File: config.mk
export PLATFORM = sky130hd
export DESIGN_NAME = counter_monitor
export DESIGN_NICKNAME = d
export VERILOG_FILES = /design/src/rtl/counter_monitor_pkg.sv /design/src/rtl/sat_counter.sv /design/src/rtl/counter_monitor.sv
export SDC_FILE = /design/constraint.sdc
export NUM_CORES = 1
export LEC_CHECK = 0
export CELL_PAD_IN_SITES_DETAIL_PLACEMENT = 0
export CELL_PAD_IN_SITES_GLOBAL_PLACEMENT = 1
export CORE_MARGIN = 2
export CORE_UTILIZATION = 40
export CTS_BUF_LIST = sky130_fd_sc_hd__clkbuf_4
export DETAILED_ROUTE_END_ITERATION = 8
export PLACE_DENSITY = 0.95
export SYNTH_ARGS = -nofsm -noshare
export SYNTH_HDL_FRONTEND = slang
export SYNTH_SLANG_ARGS = --single-unit
File: constraint.sdc
create_clock -name clk -period 4.6 [get_ports clk]
set_input_delay 0.46 -clock clk [delete_from_list [all_inputs] [get_ports clk]]
set_output_delay 0.46 -clock clk [all_outputs]
set_load 0.01 [all_outputs]
File: src/rtl/counter_monitor_pkg.sv
// Shared types and defaults for the counter stream monitor.
package counter_monitor_pkg;

  // Tracking state of the monitor.
  typedef enum logic [1:0] {
    ACQUIRE = 2'd0,
    SYNC    = 2'd1,
    LOCKED  = 2'd2
  } state_t;

  // Consecutive-match counter width; bounds LOCK_COUNT to 1..255.
  localparam int MATCH_CNT_W = 8;

  // Default parameter values for counter_monitor.
  localparam int DEF_WIDTH         = 129;
  localparam int DEF_ERR_CNT_WIDTH = 16;
  localparam int DEF_LOCK_COUNT    = 4;

endpackage

File: src/rtl/sat_counter.sv
// Up-counter that sticks at all-ones, with synchronous clear.
module sat_counter #(
  parameter int W = 16
) (
  input  logic         clk,
  input  logic         reset_n,
  input  logic         clear,
  input  logic         inc,
  output logic [W-1:0] count
);

  logic [W-1:0] count_q;

  // Count up on inc until all-ones; clear wins over inc.
  always_ff @(posedge clk or negedge reset_n) begin
    if (!reset_n) begin
      count_q <= '0;
    end else if (clear) begin
      count_q <= '0;
    end else if (inc && (count_q != '1)) begin
      count_q <= count_q + W'(1);
    end
  end

  assign count = count_q;

endmodule

File: src/rtl/counter_monitor.sv
// Receive-side checker for a free-running up-counter stream.
//
// Handshake: in_valid is a one-way qualifier with no ready; every beat with
// in_valid=1 is consumed in that cycle (unless clear is also high, in which
// case the beat is discarded). Beats with in_valid=0 change no state.
module counter_monitor
  import counter_monitor_pkg::*;
#(
  parameter int WIDTH         = DEF_WIDTH,
  parameter int ERR_CNT_WIDTH = DEF_ERR_CNT_WIDTH,
  parameter int LOCK_COUNT    = DEF_LOCK_COUNT
) (
  input  logic                     clk,
  input  logic                     reset_n,
  input  logic                     in_valid,
  input  logic [WIDTH-1:0]         in_count,
  input  logic                     clear,
  output logic                     locked,
  output logic                     error_pulse,
  output logic                     error_sticky,
  output logic [ERR_CNT_WIDTH-1:0] err_count,
  output logic [WIDTH-1:0]         expected,
  output state_t                   state_dbg
);

  localparam logic [MATCH_CNT_W-1:0] LOCK_TARGET = MATCH_CNT_W'(LOCK_COUNT);

  state_t                 state_q, state_d;
  logic [MATCH_CNT_W-1:0] match_cnt_q, match_cnt_d;
  logic [MATCH_CNT_W-1:0] match_cnt_inc;
  logic [WIDTH-1:0]       expected_q, expected_d;
  logic                   pulse_q, pulse_d;
  logic                   sticky_q, sticky_d;
  logic                   err_inc;
  logic                   sample_match;

  assign sample_match  = (in_count == expected_q);
  assign match_cnt_inc = match_cnt_q + MATCH_CNT_W'(1);

  // State and tracking registers.
  always_ff @(posedge clk or negedge reset_n) begin
    if (!reset_n) begin
      state_q     <= ACQUIRE;
      match_cnt_q <= '0;
      expected_q  <= '0;
      pulse_q     <= 1'b0;
      sticky_q    <= 1'b0;
    end else begin
      state_q     <= state_d;
      match_cnt_q <= match_cnt_d;
      expected_q  <= expected_d;
      pulse_q     <= pulse_d;
      sticky_q    <= sticky_d;
    end
  end

  // Next-state logic: clear first, then per-beat tracking; idle cycles hold.
  always_comb begin
    state_d     = state_q;
    match_cnt_d = match_cnt_q;
    expected_d  = expected_q;
    pulse_d     = 1'b0;
    sticky_d    = sticky_q;
    err_inc     = 1'b0;
    if (clear) begin
      state_d     = ACQUIRE;
      match_cnt_d = '0;
      expected_d  = '0;
      sticky_d    = 1'b0;
    end else if (in_valid) begin
      // Every accepted sample becomes the new reference, match or not.
      expected_d = in_count + WIDTH'(1);
      unique case (state_q)
        ACQUIRE: begin
          state_d     = SYNC;
          match_cnt_d = '0;
        end
        SYNC: begin
          if (sample_match) begin
            match_cnt_d = match_cnt_inc;
            if (match_cnt_inc == LOCK_TARGET) begin
              state_d = LOCKED;
            end
          end else begin
            match_cnt_d = '0;
          end
        end
        LOCKED: begin
          if (!sample_match) begin
            pulse_d     = 1'b1;
            sticky_d    = 1'b1;
            err_inc     = 1'b1;
            state_d     = SYNC;
            match_cnt_d = '0;
          end
        end
        default: begin
          state_d     = ACQUIRE;
          match_cnt_d = '0;
        end
      endcase
    end
  end

  sat_counter #(
    .W(ERR_CNT_WIDTH)
  ) u_err_cnt (
    .clk    (clk),
    .reset_n(reset_n),
    .clear  (clear),
    .inc    (err_inc),
    .count  (err_count)
  );

  assign locked       = (state_q == LOCKED);
  assign error_pulse  = pulse_q;
  assign error_sticky = sticky_q;
  assign expected     = expected_q;
  assign state_dbg    = state_q;

endmodule

Word-level counts from Yosys, hierarchy flattened. Cells that the tools add are included.

Register bits: 157. Bits in latches: 0. Bits in writable memories: 0. Memory bits (read-only): 0. Input bits: 133. Output and inout port bits: 150. Logic and storage cells: 49. Memories: 0.

Add/subtract/negate cells: 3. $mul: 0. Div/mod/pow operators: 0. $lt $le $gt $ge: 0. Equality and inequality tests: 9. Shift operators: 0. Multiplexer cells: 23. Bitwise logic cells: 0. Reduce and logical (&&, ||, !) cells: 8.

Operators with widths (number): two-way mux 129 bit (2); adder 129 x 1 -> 129 bit (second input constant) (1); == test 129 bit (1); two-way mux 16 bit (2); two-way mux 8 bit (4); adder 16 x 1 -> 16 bit (second input constant) (1); inequality test 16 bit (second input constant) (1); one-hot mux 8 bit (2 select lines) (1); two-way mux 2 bit (5); inequality test 3 bit (second input constant) (3); adder 8 x 1 -> 8 bit (second input constant) (1); == test 8 x 3 -> 1 bit (second input constant) (1); two-way mux 1 bit (8); one-hot mux 2 bit (3 select lines) (1); nonzero test 2 bit (3); AND reduction 4 bit (1); AND reduction 3 bit (1); == test 2 x 1 -> 1 bit (second input constant) (1); == test 2 bit (second input constant) (1); zero test 2 bit (1); inequality test 2 bit (second input constant) (1); AND reduction 2 bit (1); logical AND 1 bit (1).

Depth between registers and ports, before layout.
Word-level depth: 8. Mapped depth: 11. Mapped depth without buffers: 9.

Cells and area by module. Synthesis repeated with hierarchy kept, for this count alone.

Cell total of the unflattened synthesis: 1366. Area total of the unflattened synthesis: 11423.5 um2.

Modules (own cells, without submodules): counter_monitor (instances 1, cells an instance 1268, area each 10481.3 um2, seq. area each 3528.4 um2); sat_counter (instances 1, cells an instance 98, area each 942.2 um2, seq. area each 400.4 um2).

Least setup slack after synthesis. No wires, ideal clock.

Path kind: input-to-reg. Start: in in_count[2]. End: reg expected_q[103], in the netlist expected[103]. Setup time: 0.087 ns. Arrival: 2.818 ns. Data required time: 4.513 ns. Path slack: 1.695 ns. Stages on the path: 9. Buffers on the path: 1. Cells stage by stage: buf_4 -> and3_1 -> nand4_4 -> or4_4 -> nor3b_4 -> inv_2 -> or4_1 -> xor2_1 -> a211oi_2.

Cells in the longest elaborated chain, start to end: 3.

Ends and longest elaborated chain: from (decl) (RTL line counter_monitor.sv:16) `input logic [WIDTH-1:0] in_count,`; adder 129 x 1 -> 129 bit (RTL line counter_monitor.sv:72) `expected_d = in_count + WIDTH'(1);`; two-way mux 129 bit (RTL line counter_monitor.sv:70) `end else if (in_valid) begin`; two-way mux 129 bit (RTL line counter_monitor.sv:65) `if (clear) begin`; to (signal assigned) (RTL line counter_monitor.sv:51) `expected_q <= expected_d;`; to (decl) (RTL line counter_monitor.sv:31) `logic [WIDTH-1:0] expected_q, expected_d;`.

Every way passes these cells. The select of a mux whose other input is x is not followed. A chain may end at the register's enable or synchronous reset.

Final worst setup path.
Start: in in_count[50]. End: reg expected_q[120], in the netlist expected[120].

Same word-level chain as after synthesis.

==> flow_metrics.env <==
export IMPL_maxSlewHeadroom_pct=35.47
export IMPL_synth_seq_cells=157
export IMPL_rsz0062_at_grt="false"
export IMPL_hold_path_class="input port to asynchronous set/reset pin"
export IMPL_synthFlopType="dfrtp_1"
export IMPL_tightest_slew_ns=0.9679
export IMPL_grt_pass1_vias=9892
export IMPL_setup_viol=0
export IMPL_drt_wirelength_per_cell_um=21.55
export IMPL_critPathArrivalTime_ns=3.92
export IMPL_max_stage_delay_ns=0.71
export IMPL_power_density_nw_per_um2=241.7
export IMPL_viasPerCell=5.811
export IMPL_end_kind="flip-flop"
export IMPL_core_um2=25980
export IMPL_slowest_stage="or4_1"
export IMPL_dp_slack_ns=0.6659
export IMPL_die_x_um=166.5
export IMPL_fmax_mhz=291.6
export IMPL_vias=10510
export IMPL_cts_buffer_depth=2
export IMPL_cp_max_fo=18
export IMPL_clk_latency_ns=0.59
export IMPL_cts_sinks=157
export IMPL_dpl_hpwl_mm=29.77
export IMPL_root_buffer="clkbuf_4"
export IMPL_finalCritPeriodShare_pct=74.54
export IMPL_tns_ns=0
export IMPL_clock_skew_ns=0.02645
export IMPL_syn_nets=1347
export IMPL_r2r_start="expected[97]$_DFFE_PN0P_"
export IMPL_drt_iter0_markers=1113
export IMPL_cp_required_ns=5.10
export IMPL_worst_slack_ns=1.171
export IMPL_antenna_left=0
export IMPL_ios=283
export IMPL_ir_worst_vdd_uv=156.3
export IMPL_cts_buffers=17
export IMPL_min_period_ns=3.429
export IMPL_mostFrequentLayoutCell="clkdlybuf4s50_1"
export IMPL_maxCapViolCount=0
export IMPL_ys_seq_area_share_pct=37.18
export IMPL_drc=0
export IMPL_worstSetupPathType="input port to flip-flop"
export IMPL_grt_overflow=0
export IMPL_areaGrowthSynthToFinish_pct=32.30
export IMPL_start_util_pct=40.67
export IMPL_finalHoldViolCount=8
export IMPL_cts_tree="yes"
export IMPL_status="finished, violations left"
export IMPL_r2r_end="match_cnt_q[5]$_DFFE_PN0P_"
export IMPL_gp_congestion=0.9434
export IMPL_grt_pass1_wl_mm=59.87
export IMPL_rows=59
export IMPL_dr_pass1_iters=5
export IMPL_mappedNetlistArea_um2=10570
export IMPL_layout_drive_gt1_share_pct=4.898
export IMPL_antenna_found_initial=4
export IMPL_cts_setup_buffers=0
export IMPL_critPathMostFrequentCell="nand4_1"
export IMPL_fin_hold_ws_ns=-0.02460
export IMPL_drv_slew=0
export IMPL_path_buf_inv=2
export IMPL_synth_edf_count=0
export IMPL_start_kind="input port"
export IMPL_path_cells="clkdlybuf4s50_1, nand4_1, or4_1, nor3_2, nand4_1, buf_4, nor4_1, xnor2_1, a211oi_1"
export IMPL_yosysWarnings=0
export IMPL_p_total_mw=3.379
export IMPL_drt_total_wl_mm=38.99
export IMPL_ys_async_sr_fraction_pct=100.0
export IMPL_timing_reg2reg_worst_path_depth=9
export IMPL_synth_distinct_cells=62
export IMPL_clkTransAtPathRegs_ns=0.16
export IMPL_fin_nets=1593
export IMPL_p_leak_nw=5.152
export IMPL_placement_io_buffers=282
export IMPL_postCtsResizedCells=0
export IMPL_htree_levels=4
export IMPL_path_delay_family="simple AND/OR/NAND/NOR gates"
export IMPL_violations="negative hold slack"
export IMPL_dieArea_um2=27740
export IMPL_fillers=2414
export IMPL_avgSynthCellArea_um2=8.726
export IMPL_dieHeight_um=166.5
export IMPL_postSynthCellCount=1211
export IMPL_grt_usage_pct=27.67
export IMPL_cts_hold_buffers_added=0
export IMPL_grt_max_degree=176
export IMPL_final_cell_mix="clkdlybuf4s50_1, nor2_1, dfrtp_1"
export IMPL_reg2reg_setup_slack_ns=1.56
export IMPL_fin_util_pct=53.80
-- cells in the mapped netlist, types with 3 or more instances --
cell type | count | area share [%]
a211oi_1 | 116 | 8.2
a21oi_1 | 10 | 0.47
a311oi_1 | 10 | 0.83
a31oi_1 | 4 | 0.24
and2_1 | 6 | 0.36
and3_1 | 22 | 1.3
and4_1 | 14 | 1.2
buf_2 | 3 | 0.14
clkbuf_1 | 62 | 2.2
dfrtp_1 | 157 | 37
ha_1 | 3 | 0.36
inv_1 | 19 | 0.67
mux2i_1 | 3 | 0.28
nand2_1 | 78 | 2.8
nand2b_1 | 3 | 0.18
nand3_1 | 54 | 2.6
nand4_1 | 65 | 3.8
nor2_1 | 165 | 5.9
nor2b_1 | 3 | 0.18
nor3_1 | 28 | 1.3
nor4_1 | 44 | 2.6
o211ai_1 | 5 | 0.36
o21a_1 | 4 | 0.28
o21ai_0 | 15 | 0.71
o31ai_1 | 5 | 0.36
o41ai_1 | 3 | 0.25
or2_2 | 6 | 0.36
or3_1 | 16 | 0.95
or4_1 | 10 | 0.71
xnor2_1 | 127 | 11
xor2_1 | 117 | 9.7
-- kinds of logic after synthesis --
logic type | count (synthesis) | synth area share, %
buffers and inverters | 87 | 3.161
XOR/XNOR | 244 | 20.22
multiplexers | 4 | 0.3907
AO/OA/AOI/OAI | 182 | 12.56
flip-flops | 157 | 37.18
adder cells (fa/ha/maj) | 3 | 0.3552
AND/OR/NAND/NOR | 534 | 26.13
-- flip-flops by register name (all words and copies together) (netlist names) --
name             cells
match_cnt_q          8
error_pulse          1
state_dbg            2
expected           129
error_sticky         1
u_err_cnt.count     16
-- worst max path at each step --
stage | startpoint | to | depth (start not counted)
3_3_place_gp | in_count[50] | expected[126]$_DFFE_PN0P_ | 9
5_1_grt | in_count[2] | expected[117]$_DFFE_PN0P_ | 9
2_1_floorplan | in_count[2] | expected[103]$_DFFE_PN0P_ | 9
4_1_cts | in_count[50] | expected[120]$_DFFE_PN0P_ | 9
6_report | in_count[50] | expected[120]$_DFFE_PN0P_ | 9
3_5_place_dp | in_count[50] | expected[114]$_DFFE_PN0P_ | 9
-- per-layer routing --
layer  GRT usage, %  share of wire [%]  vias up
li1               -                  -     4877
met1          39.22                 43     5060
met2          42.53                 45      517
met3          4.943                8.5       58
met4          9.783                3.2        0
met5              0                  0        -
-- metrics by stage --
step / cells / instance area, um2
floorplan: 1211 / 10570
detailed placement: 1773 / 13650
global placement: 1773 / 13650
global route: 1808 / 13980
CTS: 1805 / 13970
finish: 1809 / 13980
-- layout make-up --
class | count | area, um2 | share of cell area, %
Inverter | 21 | 78.83 | 0.5638
Clock inverter | 15 | 193.9 | 1.387
Timing Repair Buffer | 293 | 2918 | 20.87
Antenna cell | 4 | 10.01 | 0.07159
Clock buffer | 17 | 127.6 | 0.9128
Sequential cell | 157 | 3929 | 28.10
Multi-Input combinational cell | 967 | 6305 | 45.10
Tap cell | 335 | 419.2 | 2.998
-- power breakdown --
group	switching (mW)	internal, mW
registers	0.0898	1.46
clock network	0.594	0.395
logic	0.454	0.390
total	1.14	2.24
No activity file was read; power rests on OpenSTA's default activity.
